<file path="config.mk">
export PLATFORM = sky130hd
export DESIGN_NAME = f_npc_ctrl
export DESIGN_NICKNAME = d
export VERILOG_FILES = /design/src/rtl/f_npc_ctrl_pkg.sv /design/src/rtl/f_npc_target.sv /design/src/rtl/f_npc_ctrl.sv
export SDC_FILE = /design/constraint.sdc
export NUM_CORES = 1
export LEC_CHECK = 0
export CORE_MARGIN = 3
export CORE_UTILIZATION = 56
export DETAILED_ROUTE_END_ITERATION = 10
export PLACE_DENSITY = 0.89
export SYNTH_ARGS = -nofsm -noshare
export SYNTH_HDL_FRONTEND = slang
export SYNTH_SLANG_ARGS = --single-unit
export TNS_END_PERCENT = 50
</file>
<file path="constraint.sdc">
create_clock -name clk -period 6.85 [get_ports clk]
set_input_delay 1.0275 -clock clk [delete_from_list [all_inputs] [get_ports clk]]
set_output_delay 1.0275 -clock clk [all_outputs]
set_load 0.01 [all_outputs]
</file>
<file path="src/rtl/f_npc_ctrl_pkg.sv">
// Shared encodings and default addresses for the fetch next-PC controller.
package f_npc_ctrl_pkg;

  localparam logic [1:0] NPC_NONE = 2'd0;
  localparam logic [1:0] NPC_J    = 2'd1;
  localparam logic [1:0] NPC_JR   = 2'd2;

  // Ordered so a numerically larger kind may overwrite a smaller one.
  typedef enum logic [1:0] {
    PEND_NONE = 2'd0,
    PEND_BR   = 2'd1,
    PEND_ERET = 2'd2,
    PEND_EXC  = 2'd3
  } pend_e;

  localparam logic [31:0] DEF_RESET_PC = 32'h0000_3000;
  localparam logic [31:0] DEF_EXC_VEC  = 32'h0000_4180;

endpackage

</file>
<file path="src/rtl/f_npc_target.sv">
// Branch, j and jr target computation for the D-stage instruction.
module f_npc_target (
  input  logic [31:0] d_pc,
  input  logic [15:0] d_imm16,
  input  logic [25:0] d_imm26,
  input  logic [31:0] d_rs,
  output logic [31:0] br_tgt,
  output logic [31:0] j_tgt,
  output logic [31:0] jr_tgt
);

  logic [31:0] pc4;

  assign pc4    = d_pc + 32'd4;
  assign br_tgt = pc4 + {{14{d_imm16[15]}}, d_imm16, 2'b00};
  assign j_tgt  = {pc4[31:28], d_imm26, 2'b00};
  assign jr_tgt = d_rs;

endmodule

</file>
<file path="src/rtl/f_npc_ctrl.sv">
// Fetch PC register, one-entry redirect holding register and imem handshake.
import f_npc_ctrl_pkg::*;

module f_npc_ctrl #(
  parameter logic [31:0] RESET_PC = DEF_RESET_PC,
  parameter logic [31:0] EXC_VEC  = DEF_EXC_VEC
) (
  input  logic        clk,
  input  logic        reset,
  input  logic        stall,
  input  logic        D_brValid,
  input  logic        D_isBr,
  input  logic [1:0]  D_jOp,
  input  logic [31:0] D_pc,
  input  logic [15:0] D_imm16,
  input  logic [25:0] D_imm26,
  input  logic [31:0] D_rs,
  input  logic        excReq,
  input  logic        eretReq,
  input  logic [31:0] epc,
  output logic        F_req,
  output logic [31:0] F_pc,
  input  logic        F_ack,
  output logic        F_valid,
  output logic        F_kill
);

  logic [31:0] pc_q, pc_d;
  logic [31:0] tgt_q, tgt_d;
  logic        req_q, req_d;
  pend_e       kind_q, kind_d;

  logic [31:0] br_tgt, j_tgt, jr_tgt;
  logic [31:0] d_tgt, new_tgt;
  pend_e       new_kind;
  logic        ack, d_redir;

  f_npc_target u_tgt (
    .d_pc    (D_pc),
    .d_imm16 (D_imm16),
    .d_imm26 (D_imm26),
    .d_rs    (D_rs),
    .br_tgt  (br_tgt),
    .j_tgt   (j_tgt),
    .jr_tgt  (jr_tgt)
  );

  assign ack     = req_q & F_ack;
  assign d_redir = !stall &&
                   ((D_brValid && D_isBr) || D_jOp != NPC_NONE);

  always_comb begin
    unique case (D_jOp)
      NPC_J:   d_tgt = j_tgt;
      NPC_JR:  d_tgt = jr_tgt;
      default: d_tgt = br_tgt;
    endcase
  end

  // Highest-ranked redirect arriving this cycle; exc beats eret.
  always_comb begin
    new_kind = PEND_NONE;
    new_tgt  = d_tgt;
    if (excReq) begin
      new_kind = PEND_EXC;
      new_tgt  = EXC_VEC;
    end else if (eretReq) begin
      new_kind = PEND_ERET;
      new_tgt  = epc;
    end else if (d_redir) begin
      new_kind = PEND_BR;
    end
  end

  always_comb begin
    pc_d   = pc_q;
    tgt_d  = tgt_q;
    kind_d = kind_q;
    req_d  = 1'b1;
    if (ack) begin
      if (excReq || eretReq) begin
        pc_d   = new_tgt;
        kind_d = PEND_NONE;
      end else if (!stall) begin
        kind_d = PEND_NONE;
        if (kind_q != PEND_NONE)
          pc_d = tgt_q;
        else if (d_redir)
          pc_d = d_tgt;
        else
          pc_d = pc_q + 32'd4;
      end
    end else if (req_q && new_kind != PEND_NONE &&
                 new_kind >= kind_q) begin
      kind_d = new_kind;
      tgt_d  = new_tgt;
    end
  end

  always_ff @(posedge clk or posedge reset) begin
    if (reset) begin
      pc_q   <= RESET_PC;
      tgt_q  <= '0;
      kind_q <= PEND_NONE;
      req_q  <= 1'b0;
    end else begin
      pc_q   <= pc_d;
      tgt_q  <= tgt_d;
      kind_q <= kind_d;
      req_q  <= req_d;
    end
  end

  assign F_req   = req_q;
  assign F_pc    = pc_q;
  assign F_valid = ack && !stall;
  assign F_kill  = F_valid &&
                   (excReq || eretReq ||
                    kind_q == PEND_EXC || kind_q == PEND_ERET);

endmodule

</file>
==> impl_metrics.toml <==
[synth]
synthSimpleGateAreaFrac = 0.238
ys.flop_type = "dfrtp_1"
syn_inst = 996
synth_compound_area_frac = 0.323
synth-edff-count = 0
yosys_warnings = 0
synthMuxAreaShare = 0.0230
yosys.area_share.adder = 0.0709
synth-seq-cells = 67
async_reset_ff_frac = 1.00
synth_cell_types = 85
ys_seq_area_frac = 0.223
avgSynthCellArea_um2 = 7.55
synth.cell_area_um2 = 7520
synth_nets = 1186
synth_top_family_by_area = "compound AO/OA/AOI/OAI gates"
synth_xor_area_frac = 0.0800

[sta]
finalHoldViolCount = 0
fin_crit_ps = 4790
slew_headroom = 0.312
finClkSkew_ps = 8.94
tns_ps = 0
rsz0062_at_grt = "no"
drv_slew = 0
finalWorstSetupSlack_ps = 2060
fin_crit_sh = 0.699
setup-violations-final = 0
fmax_mhz = 209
tightest_slew_ps = 1030

[setup_path]
critPathCaptureType = "register"
start_kind = "input port"
path_class = "in2reg"
critPathTopFamily = "compound AO/OA/AOI/OAI gates"
cp_cell_sequence = "clkdlybuf4s50_1 > ha_1 > nand3_1 > or3_4 > nor2_1 > and2_1 > nand2_1 > xnor2_1 > ha_1 > a21o_1 > a21oi_1 > a31oi_1 > a221o_1 > a311oi_1 > o211ai_1"
path_buf_inv = 1
worstPathArrival_ps = 4980
required_ps = 7040
cp_max_fo = 13
cp_slowest_cell = "clkdlybuf4s50_1"
crit_top_cell = "ha_1"
cpPeakStageDelay_ps = 550

[power_and_ir_drop]
power_frac_comb = 0.449
seqPwrFrac = 0.310
power_density_nw_per_um2 = 199
power.leakage_nw = 3.84
netSwitchingPower_w = 0.000750
p_sw_frac = 0.389
irDropWorstVdd_mv = 0.130
clkPwrFrac = 0.242
power.internal_w = 0.00118

[clocking]
ctsHtreeMaxLevel = 3
ctsHoldBuffers = 0
ctsResizeCount = 0
tritoncts = "yes"
cts_buffer_depth = 2
clk_pin_slew_ps = 60
clock_latency_ps = 340
cts_root_buf = "clkbuf_16"
numClockSinks = 67
cts_setup_buffers = 0
numCtsBuffers = 9

[route]
vias = 8691
dr.first_iter.drc_count = 1162
drtPass1Iterations = 6
post_drt_wl_per_cell_um = 19.9
drc = 0
detail-route-antenna-nets = 0
routed_wl_mm = 26.3
routed_via_density = 6.59

[floorplan]
rows = 41
io_pins = 183
die_area_um2 = 14900
fp.dieH_um = 122
die_x_um = 122
initial_core_util = 0.584
coreArea_um2 = 12900

[global_route]
grtUsageMet2 = 0.555
top_usage_layer = "met2"
grt-ovfl-total = 0
grt_pass1_wl_mm = 41.9
met1_usage = 0.473
grt_pass1_vias = 8424
track_usage = 0.353
globalRouteMet3Util = 0.0771
grt_max_degree = 68
antenna_found_initial = 0

[placement]
port_buffers = 182
routabilityCongestion = 0.983
dp_hpwl_mm = 19.2
place_ws_ps = 1800

[cells_and_area]
syn_to_final_growth_pct = 29.0
diodes = 0
final_net_count = 1332
mostFrequentLayoutCell = "clkdlybuf4s50_1"
utilization = 0.753
layout_common_cells = "clkdlybuf4s50_1 (181), nand2_1 (108), a21oi_1 (80)"
drive_gt1_frac = 0.0480

[worst_hold_path]
hold_class = "reg2reg"

[flow_run]
cap_violations = 0

[status]
outcome = "finished clean"
path summary, 6_finish.rpt:
path / start / to / slack [ps] / cells past startpoint
worst max-delay path: D_pc[2] / F_pc[28] / 2060 / 15
worst min-delay path: tgt_q[8] / tgt_q[8] / 470 / 2
worst max register to register: kind_q[0] / tgt_q[19] / 3920 / 7
worst min register to register: tgt_q[8] / tgt_q[8] / 470 / 2
max in group asynchronous: reset / F_pc[8] / 4990 / 3
min in group asynchronous: reset / tgt_q[5] / 1270 / 3
sequential cells by signal, indices dropped and copies added, names as in the netlist:
register / cells
F_req: 1
kind_q: 2
tgt_q: 32
F_pc: 32
kinds of logic after synthesis:
| family | Yosys count |
|---|---|
| xor gates and xnor gates | 67 |
| DFF | 67 |
| buffers and inverters | 82 |
| adders and majority gates | 42 |
| AOI/OAI and AO/OA | 362 |
| and+or+nand+nor | 358 |
| muxes | 17 |
| other | 1 |
power by group through the flow:
stage	registers, W	logic [W]	clock network [W]
6_report	0.000597	0.000865	0.000466
5_1_grt	0.000608	0.000936	0.000486
4_1_cts	0.000593	0.000845	0.000465
3_5_place_dp	0.000596	0.000836	0
3_3_place_gp	0.000591	0.000816	0
2_1_floorplan	0.000588	0.000499	0
synth_stat cells (all sizes together) (25+ instances only):
| master | instances | area share |
|---|---|---|
| nand2 | 108 | 0.054 |
| a21oi | 83 | 0.057 |
| o21ai | 83 | 0.055 |
| nor2 | 79 | 0.040 |
| dfrtp | 65 | 0.22 |
| clkbuf | 48 | 0.024 |
| nand3 | 46 | 0.031 |
| ha | 41 | 0.068 |
| xnor2 | 41 | 0.049 |
| xor2 | 26 | 0.031 |
| nor3 | 25 | 0.017 |
| o21a | 25 | 0.025 |
cell type report:
| cell class | instances | area, um^2 |
|---|---|---|
| multi-input cells | 847 | 5530 |
| fillers | 975 | 3170 |
| repair buffers | 193 | 1900 |
| flip-flops and latches | 67 | 1680 |
| clock buffers | 13 | 250 |
| well taps | 172 | 215 |
| inverters | 24 | 90.1 |
| clock inverters | 3 | 40.0 |
layer usage:
| metal | up-vias | share of wire |
|---|---|---|
| met5 | - | 0 |
| met4 | 0 | 0.039 |
| met3 | 91 | 0.13 |
| met2 | 641 | 0.44 |
| met1 | 3946 | 0.39 |
| li1 | 4013 | - |
worst reg2reg max path, stage by stage (launching register included):
cell	delay [ps]
dfrtp_1	400
ha_1	280
nand2b_1	110
a21oi_1	60
or3b_2	500
a21o_1	510
nor2_1	750
a22o_1	250
per-stage QoR:
step	hold slack, ps	total power [W]	std cells	instance area (um^2)
final	469	0.00193	1319	9700
after global routing	506	0.00203	1319	9700
after CTS	469	0.00190	1319	9700
after detailed placement	458	0.00143	1303	9410
after global placement	455	0.00141	1303	9410
after floorplan	439	0.00109	996	7520
Power figures use the tool's default switching activity.
